==> src/rtl/mips_pkg.sv <==
// Shared encodings for the control pipeline: forward selects and the bubble.
// Used by ctrl_pipeline and hazard_detect.
package mips_pkg;

    typedef enum logic [1:0] {
        FWD_REG = 2'b00,
        FWD_W   = 2'b01,
        FWD_M   = 2'b10
    } fwd_t;

    typedef struct packed {
        logic mem2reg;
        logic mem_wr;
        logic branch;
        logic alu_src;
        logic reg_dst;
        logic reg_wr;
        logic jmp;
    } ctrl_t;

    localparam ctrl_t BUBBLE = '0;

endpackage

==> src/rtl/hazard_detect.sv <==
// Stall and forward-select generation for the E stage.
// CTRL_PIPELINE_FORWARD_EN selects forwarding with load-use stalls only.
module hazard_detect
    import mips_pkg::*;
#(
    parameter int WIDTH_REG_ADDR = 5
) (
    input  logic [WIDTH_REG_ADDR-1:0] rs_d,
    input  logic [WIDTH_REG_ADDR-1:0] rt_d,
    input  logic [WIDTH_REG_ADDR-1:0] rs_e,
    input  logic [WIDTH_REG_ADDR-1:0] rt_e,
    input  logic [WIDTH_REG_ADDR-1:0] wr_reg_e,
    input  logic [WIDTH_REG_ADDR-1:0] wr_reg_m,
    input  logic [WIDTH_REG_ADDR-1:0] wr_reg_w,
    input  logic                      reg_wr_e,
    input  logic                      mem2reg_e,
    input  logic                      reg_wr_m,
    input  logic                      reg_wr_w,
    output logic                      stall,
    output logic [1:0]                forward_a_e,
    output logic [1:0]                forward_b_e
);

    localparam int RW = WIDTH_REG_ADDR;

    function automatic logic hit(
        input logic [RW-1:0] src,
        input logic [RW-1:0] wr,
        input logic          we
    );
        return we && (src != '0) && (src == wr);
    endfunction

    logic match_e;
    logic match_m;

    assign match_e = hit(rs_d, wr_reg_e, reg_wr_e)
                   | hit(rt_d, wr_reg_e, reg_wr_e);
    assign match_m = hit(rs_d, wr_reg_m, reg_wr_m)
                   | hit(rt_d, wr_reg_m, reg_wr_m);

`ifdef CTRL_PIPELINE_FORWARD_EN
    // M is newer than W, so it wins when both hold the same register
    function automatic logic [1:0] fwd_sel(
        input logic [RW-1:0] src,
        input logic [RW-1:0] wm,
        input logic          we_m,
        input logic [RW-1:0] ww,
        input logic          we_w
    );
        if (hit(src, wm, we_m))
            return FWD_M;
        else if (hit(src, ww, we_w))
            return FWD_W;
        else
            return FWD_REG;
    endfunction

    assign stall       = mem2reg_e & match_e;
    assign forward_a_e = fwd_sel(rs_e, wr_reg_m, reg_wr_m,
                                 wr_reg_w, reg_wr_w);
    assign forward_b_e = fwd_sel(rt_e, wr_reg_m, reg_wr_m,
                                 wr_reg_w, reg_wr_w);

    logic unused;
    assign unused = match_m;
`else
    // W needs no check: the register file writes before it reads
    assign stall       = match_e | match_m;
    assign forward_a_e = FWD_REG;
    assign forward_b_e = FWD_REG;

    logic unused;
    assign unused = ^{mem2reg_e, rs_e, rt_e, wr_reg_w, reg_wr_w};
`endif

endmodule

==> src/rtl/ctrl_pipeline.sv <==
// E/M/W control pipeline registers with stall, flush and forwarding.
// Define CTRL_PIPELINE_FORWARD_EN to enable forwarding.
module ctrl_pipeline
    import mips_pkg::*;
#(
    parameter int WIDTH_ALU_CONTROL = 3,
    parameter int WIDTH_REG_ADDR    = 5
) (
    input  logic                         clk,
    input  logic                         rst,
    input  logic [WIDTH_ALU_CONTROL-1:0] alu_control_d,
    input  logic                         mem2reg_d,
    input  logic                         mem_wr_d,
    input  logic                         branch_d,
    input  logic                         alu_src_d,
    input  logic                         reg_dst_d,
    input  logic                         reg_wr_d,
    input  logic                         jmp_d,
    input  logic [WIDTH_REG_ADDR-1:0]    rs_d,
    input  logic [WIDTH_REG_ADDR-1:0]    rt_d,
    input  logic [WIDTH_REG_ADDR-1:0]    rd_d,
    input  logic                         redirect_e,
    output logic [WIDTH_ALU_CONTROL-1:0] alu_control_e,
    output logic                         alu_src_e,
    output logic                         reg_dst_e,
    output logic                         branch_e,
    output logic                         jmp_e,
    output logic [WIDTH_REG_ADDR-1:0]    rs_e,
    output logic [WIDTH_REG_ADDR-1:0]    rt_e,
    output logic                         mem2reg_m,
    output logic                         mem_wr_m,
    output logic                         reg_wr_m,
    output logic                         mem2reg_w,
    output logic                         reg_wr_w,
    output logic [WIDTH_REG_ADDR-1:0]    wr_reg_e,
    output logic [WIDTH_REG_ADDR-1:0]    wr_reg_m,
    output logic [WIDTH_REG_ADDR-1:0]    wr_reg_w,
    output logic                         stall_f,
    output logic                         stall_d,
    output logic                         flush_d,
    output logic [1:0]                   forward_a_e,
    output logic [1:0]                   forward_b_e
);

    localparam int RW = WIDTH_REG_ADDR;

    ctrl_t         ctrl_d;
    ctrl_t         ctrl_e;
    logic [RW-1:0] rd_e;
    logic          stall_hd;
    logic          bubble_e;
    logic          stall;

    assign ctrl_d = '{
        mem2reg: mem2reg_d,
        mem_wr:  mem_wr_d,
        branch:  branch_d,
        alu_src: alu_src_d,
        reg_dst: reg_dst_d,
        reg_wr:  reg_wr_d,
        jmp:     jmp_d
    };

    // Redirect wins: the D instruction is discarded, so holding it is moot
    assign stall    = stall_hd & ~redirect_e & ~rst;
    assign stall_f  = stall;
    assign stall_d  = stall;
    assign flush_d  = redirect_e & ~rst;
    assign bubble_e = stall_hd | redirect_e;

    assign alu_src_e = ctrl_e.alu_src;
    assign reg_dst_e = ctrl_e.reg_dst;
    assign branch_e  = ctrl_e.branch;
    assign jmp_e     = ctrl_e.jmp;
    assign wr_reg_e  = ctrl_e.reg_dst ? rd_e : rt_e;

    always_ff @(posedge clk) begin
        if (rst || bubble_e) begin
            ctrl_e        <= BUBBLE;
            alu_control_e <= '0;
            rs_e          <= '0;
            rt_e          <= '0;
            rd_e          <= '0;
        end else begin
            ctrl_e        <= ctrl_d;
            alu_control_e <= alu_control_d;
            rs_e          <= rs_d;
            rt_e          <= rt_d;
            rd_e          <= rd_d;
        end
    end

    always_ff @(posedge clk) begin
        if (rst) begin
            mem2reg_m <= 1'b0;
            mem_wr_m  <= 1'b0;
            reg_wr_m  <= 1'b0;
            wr_reg_m  <= '0;
            mem2reg_w <= 1'b0;
            reg_wr_w  <= 1'b0;
            wr_reg_w  <= '0;
        end else begin
            mem2reg_m <= ctrl_e.mem2reg;
            mem_wr_m  <= ctrl_e.mem_wr;
            reg_wr_m  <= ctrl_e.reg_wr;
            wr_reg_m  <= wr_reg_e;
            mem2reg_w <= mem2reg_m;
            reg_wr_w  <= reg_wr_m;
            wr_reg_w  <= wr_reg_m;
        end
    end

    hazard_detect #(
        .WIDTH_REG_ADDR(RW)
    ) u_hazard (
        .rs_d       (rs_d),
        .rt_d       (rt_d),
        .rs_e       (rs_e),
        .rt_e       (rt_e),
        .wr_reg_e   (wr_reg_e),
        .wr_reg_m   (wr_reg_m),
        .wr_reg_w   (wr_reg_w),
        .reg_wr_e   (ctrl_e.reg_wr),
        .mem2reg_e  (ctrl_e.mem2reg),
        .reg_wr_m   (reg_wr_m),
        .reg_wr_w   (reg_wr_w),
        .stall      (stall_hd),
        .forward_a_e(forward_a_e),
        .forward_b_e(forward_b_e)
    );

endmodule

==> config.mk <==
export PLATFORM = sky130hd
export DESIGN_NAME = ctrl_pipeline
export DESIGN_NICKNAME = d
export VERILOG_FILES = /design/src/rtl/mips_pkg.sv /design/src/rtl/hazard_detect.sv /design/src/rtl/ctrl_pipeline.sv
export SDC_FILE = /design/constraint.sdc
export NUM_CORES = 1
export LEC_CHECK = 0
export CORE_UTILIZATION = 25
export CTS_CLUSTER_DIAMETER = 50
export DETAILED_ROUTE_END_ITERATION = 8
export GPL_TIMING_DRIVEN = 1
export HOLD_SLACK_MARGIN = 0.03
export PLACE_DENSITY = 0.5
export SETUP_SLACK_MARGIN = 0.3
export SLEW_MARGIN = 0
export SYNTH_ARGS = -nofsm -noshare
export SYNTH_HDL_FRONTEND = slang
export SYNTH_SLANG_ARGS = --single-unit
==> constraint.sdc <==
create_clock -name clk -period 6.1 [get_ports clk]
set_input_delay 1.22 -clock clk [delete_from_list [all_inputs] [get_ports clk]]
set_output_delay 1.22 -clock clk [all_outputs]
set_load 0.02 [all_outputs]
==> results.txt, run 1 <==
----------------------------------------------------
[Run status]
  Status ... finished, final reports clean

[Detailed routing]
  1st-iter DRT viols ... 42
  Remaining antenna violation count after routing ... 0
  Post-DR vias/cell ... 4.201
  Wire length per cell after detailed routing ... 12.84 µm
  Number of optimization iterations in the first detailed-route pass ... 4
  Number of DRC violations after detailed routing ... 0
  Via Count ... 1298
  WL final ... 3969 µm

[Timing]
  Final setup viols ... 0
  Number of endpoints with negative hold slack in the final report ... 0
  Pin slew with the least headroom to its limit ... 655.3 ps
  Final critical-path share of the clock period ... 80.44%
  Pins over their slew limit ... 0
  F_max ... 203.8 MHz
  Worst clock skew ... 7.149 ps
  Setup TNS ... 0 ps
  Final worst path period need ... 4907 ps
  Relative slew margins ... 56.18%
  RSZ-0062 raised after global routing ... false

[Final layout]
  Filler cell count ... 618
  Top library cells by usage in the layout, fill and taps aside ... clkdlybuf4s50_1, dfxtp_1, nand2_1
  Final nets ... 261
  Area of all placed cells without fillers ... 0.002436 mm²
  Antenna Cells ... 0
  Area added between synthesis and finish ... 53.91%
  Area taken by flip-flops and latches ... 800.8 µm²
  Commonest non-fill, non-tap cell in the layout ... clkdlybuf4s50_1
  Fraction of final layout cells with drive strength greater than 1 ... 5.983%
  Multi-input combinational cell area ... 670.6 µm²

[Synthesis]
  Share of flip-flops with an asynchronous set or reset after synthesis ... 0%
  Fraction of the yosys area taken by sequential cells ... 50.59%
  Number of storage elements in the synthesis netlist ... 40
  Main flop type after synthesis ... dfxtp_1
  Combined area of all synthesized cells ... 0.001583 mm²
  Warnings, synthesis ... 0
  Post-Synthesis Mean Instance Area ... 9.478 µm²
  Cell variety after synth ... 23
  Number of cells produced by synthesis ... 167
  Number of enable-type register cells in the synthesized netlist ... 0

[Worst setup path]
  Endpoint of the worst-slack reg-to-reg timing path ... rs_e[3]$_SDFF_PP0_
  Data arrival time of the critical path ... 3690 ps
  Slowest Stage Delay on Critical Path ... 580 ps
  Critical path buffer and inverter count ... 3
  Crit path top cell by count ... clkdlybuf4s50_1
  FF-to-FF Start ... reg_dst_e$_SDFF_PP0_
  Max stage delay cell, worst path ... or4_1
  Critical Setup Path Class ... in2out
  Cell depth of the worst flop-to-flop path ... 6
  Slack of the worst reg-to-reg path ... 3920 ps
  Crit-path cells ... clkdlybuf4s50_1 -> or4_1 -> o21ai_0 -> o32ai_4 -> buf_4 -> o21a_1 -> clkdlybuf4s50_1
  Family with the most delay on the worst path ... buffers and inverters
  Required time worst endpoint ... 4880 ps
  Largest fanout on the critical path ... 26
  Crit path launch type ... input port
  Nature of the critical path endpoint ... primary output

[Clock network]
  Clock-pin slew on the worst setup and hold paths ... 80 ps
  CTS buffer count ... 5
  Clock root buffer master ... clkbuf_8
  Clock tree from TritonCTS ... done
  H-tree depth reported by CTS ... 2
  Clock network latency to the later pin of the worst-skew pair ... 300 ps
  Post-CTS Hold Buffers ... 0
  Post-CTS Resized ... 0
  Largest buffer count on any clock path ... 2
  Number of setup buffers added after CTS ... 0
  Number of clock sinks ... 40

[Hold path]
  Endpoint, Worst Hold ... mem2reg_m$_SDFF_PP0_
  Instance count along the most critical hold path ... 1
  Path type of the worst min-delay path ... reg2reg
  Origin of the worst min-delay path ... ctrl_e[6]$_SDFF_PP0_

[Floorplanning]
  Horizontal extent of the die ... 81.57 µm
  Height of the chip ... 81.57 µm
  Effective utilization at floorplan ... 26.27%
  Core Rows ... 28
  Top Ports ... 72
  DIE AREA ... 0.006654 mm²
  Core footprint ... 0.006026 mm²

[GRT]
  Number of antenna violations at the first check in global routing ... 0
  Total global routing overflow ... 0
  Fraction of met1 tracks used by global routing ... 16.22%
  Via count of the first global-routing pass ... 1215
  Maximum number of pins on one net before global-route repair ... 27
  Wire length of the first global-routing pass ... 6161 µm
  Global routing's busiest layer ... met2
  Met3 usage in global routing ... 5.556%
  Met2 usage in global routing ... 19.67%
  GR Util All Layers ... 12.89%

[Power and ir drop]
  Part of the power in registers ... 41.7%
  Combinational Power Share ... 12.5%
  PwrDens ... 271.1 mW/mm²
  Power spent charging and discharging nets ... 0.0001431 W
  Internal portion of total power ... 0.0005173 W
  Max rail drop VDD ... 0.0001341 V
  Leakage Power ... 0.9537 nW
  Switching share of power ... 21.66%
  Clk network pwr share ... 45.8%

[Placed design]
  Placer congestion estimate ... 0.7730
  Total placed instance area ... 0.002277 mm²
  HPWL after detailed placement ... 2752 µm
  # port buffers ... 67

[Job]
  Number of maximum-capacitance constraint violations ... 0

----------------------------------------------------
## area by class of cell
type	instances	area share (%)
well taps	75	3.852
clock buffers	5	2.825
clock inverters	3	3.698
flip-flops and latches	40	32.87
inverters	5	0.7704
repair buffers	70	28.45
multi-input cells	111	27.53
## power groups by stage
stage          combinational [W]  clock, W  sequential [W]
6_report               0.0000825  0.000303        0.000275
5_1_grt                0.0000897  0.000319        0.000277
4_1_cts                0.0000835  0.000307        0.000275
3_5_place_dp           0.0000829         0        0.000281
3_3_place_gp           0.0000833         0        0.000282
2_1_floorplan          0.0000325         0        0.000289
## cell usage after synthesis, types with 2 or more instances
master,instances,share of area (%)
dfxtp_1,40,51
nand2_1,25,5.9
nor3_1,24,7.6
xor2_1,13,7.2
nor2b_1,11,4.3
nor2_1,8,1.9
xnor2_1,7,3.9
buf_4,6,2.8
inv_1,5,1.2
mux2i_1,5,3.2
buf_6,4,2.8
clkbuf_1,3,0.71
nand3_1,2,0.63
nand4_1,2,0.79
nor4_1,2,0.79
o21a_1,2,0.95
or4_1,2,0.95
## worst reg2reg max path, stage by stage, from the launching register on
cell and delay, ps:
dfxtp_1 530, mux2i_1 530, xor2_1 190, nand4_1 160, o32ai_4 220, buf_4 320
nor3_1 120
## logic make-up after synthesis
group / Yosys count / share of synthesized area, %
flops: 40 / 50.59
xor+xnor: 20 / 11.07
compound gates: 4 / 3.004
simple gates: 78 / 24.03
other cells: 1 / 0.2369
mux: 5 / 3.162
buf+inv: 19 / 7.905
## flip-flops by register name, indices dropped and copies added, names as in the netlist, 3 cells and up
register,cells
wr_reg_m,5
wr_reg_w,5
ctrl_e,3
alu_control_e,3
rt_e,5
rd_e,5
rs_e,5
## through the flow
step	total power, W	utilization [%]	worst slack [ps]	instances	hold WS (ps)
3_3_place_gp	0.0003648	37.79	1222	301	419.7
3_5_place_dp	0.0003644	37.79	1201	301	427.7
2_1_floorplan	0.0003214	-	2221	170	413.8
4_1_cts	0.0006656	40.43	1195	309	447.7
5_1_grt	0.0006854	40.43	1049	309	465.9
6_report	0.0006604	40.43	1193	309	441.9
## worst max path at each step
stage | start | end | slack, ps | cells after the start
CTS | rs_d[1] | stall_f | 1200 | 7
global placement | rs_d[1] | stall_f | 1220 | 7
floorplan | rt_d[0] | stall_f | 2220 | 7
global route | rs_d[1] | stall_d | 1050 | 7
finish | rs_d[1] | stall_f | 1190 | 7
detailed placement | rs_d[1] | stall_f | 1200 | 7
## per-layer routing
layer | wire, µm | share of wire [%]
met1 | 1864 | 47
met3 | 354 | 8.9
met5 | 0 | 0
met2 | 1700 | 43
met4 | 49 | 1.2
(Power assumes the default switching activity.)
==> run 2: changes to the inputs <==
clock period = 4.6 ns   (was 6.1 ns; I/O delays follow)
==> results.txt, run 2 (synthesis results as in run 1) <==
----------------------------------------------------
[GRT]
  Wire length of the first global-routing pass ... 6465 µm (was 6161 µm)
  Via count of the first global-routing pass ... 1298 (was 1215)
  Maximum number of pins on one net before global-route repair ... 26 (was 27)
  GR Util All Layers ... 13.15% (was 12.89%)
  Number of antenna violations at the first check in global routing ... 0 (unchanged)
  Total global routing overflow ... 0 (unchanged)

[Floorplanning]
  DIE AREA ... 0.006654 mm² (unchanged)
  Core footprint ... 0.006026 mm² (unchanged)
  Horizontal extent of the die ... 81.57 µm (unchanged)
  Height of the chip ... 81.57 µm (unchanged)
  Core Rows ... 28 (unchanged)
  Effective utilization at floorplan ... 26.27% (unchanged)
  Top Ports ... 72 (unchanged)

[Job]
  Number of maximum-capacitance constraint violations ... 0 (unchanged)

[Timing]
  Final setup viols ... 0 (unchanged)
  Pins over their slew limit ... 0 (unchanged)
  Pin slew with the least headroom to its limit ... 523.3 ps (was 655.3 ps)
  Final critical-path share of the clock period ... 88.96%
  Worst clock skew ... 3.293 ps (was 7.149 ps)
  Relative slew margins ... 64.12% (was 56.18%)
  Final worst path period need ... 4092 ps
  Setup TNS ... 0 ps (unchanged)
  F_max ... 244.4 MHz
  RSZ-0062 raised after global routing ... false (unchanged)
  Number of endpoints with negative hold slack in the final report ... 0 (unchanged)

[Detailed routing]
  Remaining antenna violation count after routing ... 0 (unchanged)
  Number of optimization iterations in the first detailed-route pass ... 4 (unchanged)
  Via Count ... 1320 (was 1298)
  Wire length per cell after detailed routing ... 13.17 µm (was 12.84 µm)
  WL final ... 4082 µm (was 3969 µm)
  1st-iter DRT viols ... 44 (was 42)
  Number of DRC violations after detailed routing ... 0 (unchanged)
  Post-DR vias/cell ... 4.258 (was 4.201)

[Worst setup path]
  Cell depth of the worst flop-to-flop path ... 6 (unchanged)
  Data arrival time of the critical path ... 3170 ps (was 3690 ps)
  Nature of the critical path endpoint ... primary output (unchanged)
  Crit-path cells ... clkdlybuf4s50_1 -> or4_1 -> o21ai_0 -> o32ai_4 -> o21a_1 -> clkdlybuf4s50_1 (was clkdlybuf4s50_1 -> or4_1 -> o21ai_0 -> o32ai_4 -> buf_4 -> o21a_1 -> clkdlybuf4s50_1)
  Crit path launch type ... input port (unchanged)
  Family with the most delay on the worst path ... buffers and inverters (unchanged)
  Slack of the worst reg-to-reg path ... 2390 ps (was 3920 ps)
  Crit path top cell by count ... clkdlybuf4s50_1 (unchanged)
  Critical Setup Path Class ... in2out (unchanged)
  Endpoint of the worst-slack reg-to-reg timing path ... rd_e[1]$_SDFF_PP0_ (was rs_e[3]$_SDFF_PP0_)
  Required time worst endpoint ... 3680 ps (was 4880 ps)
  Max stage delay cell, worst path ... or4_1 (unchanged)
  Critical path buffer and inverter count ... 2 (was 3)
  Largest fanout on the critical path ... 4 (was 26)
  FF-to-FF Start ... reg_dst_e$_SDFF_PP0_ (unchanged)
  Slowest Stage Delay on Critical Path ... 570 ps (was 580 ps)

[Clock network]
  Number of setup buffers added after CTS ... 0 (unchanged)
  Clock network latency to the later pin of the worst-skew pair ... 290 ps (was 300 ps)
  Clock-pin slew on the worst setup and hold paths ... 80 ps (about the same)
  Largest buffer count on any clock path ... 2 (unchanged)
  Clock tree from TritonCTS ... done (unchanged)
  Number of clock sinks ... 40 (unchanged)
  Clock root buffer master ... clkbuf_8 (unchanged)
  H-tree depth reported by CTS ... 2 (unchanged)
  Post-CTS Hold Buffers ... 0 (unchanged)
  Post-CTS Resized ... 0 (unchanged)
  CTS buffer count ... 5 (unchanged)

[Final layout]
  Multi-input combinational cell area ... 670.6 µm² (unchanged)
  Antenna Cells ... 0 (unchanged)
  Area taken by flip-flops and latches ... 800.8 µm² (unchanged)
  Area added between synthesis and finish ... 51.38% (was 53.91%)
  Fraction of final layout cells with drive strength greater than 1 ... 6.383% (was 5.983%)
  Filler cell count ... 630 (was 618)
  Final nets ... 262 (was 261)
  Area of all placed cells without fillers ... 0.002396 mm² (was 0.002436 mm²)
  Commonest non-fill, non-tap cell in the layout ... clkdlybuf4s50_1 (unchanged)
  Top library cells by usage in the layout, fill and taps aside ... clkdlybuf4s50_1, dfxtp_1, nand2_1 (unchanged)

[Power and ir drop]
  Leakage Power ... 0.9343 nW (was 0.9537 nW)
  Power, Total ... 0.0007606 W (was 0.0006604 W)
  Max rail drop VDD ... 0.0001817 V (was 0.0001341 V)
  PwrDens ... 317.4 mW/mm² (was 271.1 mW/mm²)

[Hold path]
  Path type of the worst min-delay path ... reg2reg (unchanged)
  Origin of the worst min-delay path ... ctrl_e[5]$_SDFF_PP0_ (was ctrl_e[6]$_SDFF_PP0_)
  Endpoint, Worst Hold ... mem_wr_m$_SDFF_PP0_ (was mem2reg_m$_SDFF_PP0_)
  Instance count along the most critical hold path ... 1 (unchanged)

[Placed design]
  # port buffers ... 67 (unchanged)
  Total placed instance area ... 0.002285 mm² (was 0.002277 mm²)
  HPWL after detailed placement ... 2866 µm (was 2752 µm)
  Placer congestion estimate ... 0.7803 (was 0.7730)

[Run status]
  Status ... finished, final reports clean (unchanged)

----------------------------------------------------
-- run 2: worst max-delay path by stage --
stage                    to  slack, ps    start  cells after the start
floorplan           stall_f       1320  rt_d[0]                      7
global placement    stall_d        530  rs_d[1]                      6
detailed placement  stall_d        500  rs_d[1]                      6
CTS                 stall_d        490  rs_d[1]                      6
global route        stall_f        410  rs_d[1]                      6
finish              stall_d        510  rs_d[1]                      6
-- run 2: routing by layer --
layer	part of all wire [%]	vias to the layer above	track usage (%)
met2	44	55	20.08
met5	0	-	0
met3	9.4	5	5.000
li1	-	668	-
met4	0.86	0	4.211
met1	45	592	16.98
-- run 2: where the power goes --
| group | internal (W) | total, W | switching [W] |
|---|---|---|---|
| logic | 0.0000569 | 0.000111 | 0.0000537 |
| clock network | 0.000161 | 0.000285 | 0.000125 |
| registers | 0.000358 | 0.000365 | 0.00000638 |
| total | 0.000576 | 0.000761 | 0.000185 |
-- run 2: worst reg2reg max path, stage by stage (launching register included) --
cell and delay, ps:
dfxtp_1 530, mux2i_1 530, xor2_1 190, nand4_1 160
o32ai_4 240, buf_4 330, nor3_1 100
-- run 2: cell type report --
type	count	area share, %
sequential	40	33.42
timing repair buffer	71	29.24
multi-input combinational	111	27.99
tap	75	3.916
clock buffer	5	2.872
clock inverter	3	1.775
inverter	5	0.7833
-- run 2: through the flow --
| stage | hold WS [ps] | util (%) | worst slack, ps | cells |
|---|---|---|---|---|
| floorplan | 413.8 | - | 1321 | 170 |
| global placement | 419.6 | 37.92 | 534.6 | 302 |
| detailed placement | 422.0 | 37.92 | 498.4 | 302 |
| CTS | 442.1 | 39.76 | 488.1 | 310 |
| global route | 458.6 | 39.76 | 409.5 | 310 |
| finish | 439.0 | 39.76 | 507.7 | 310 |
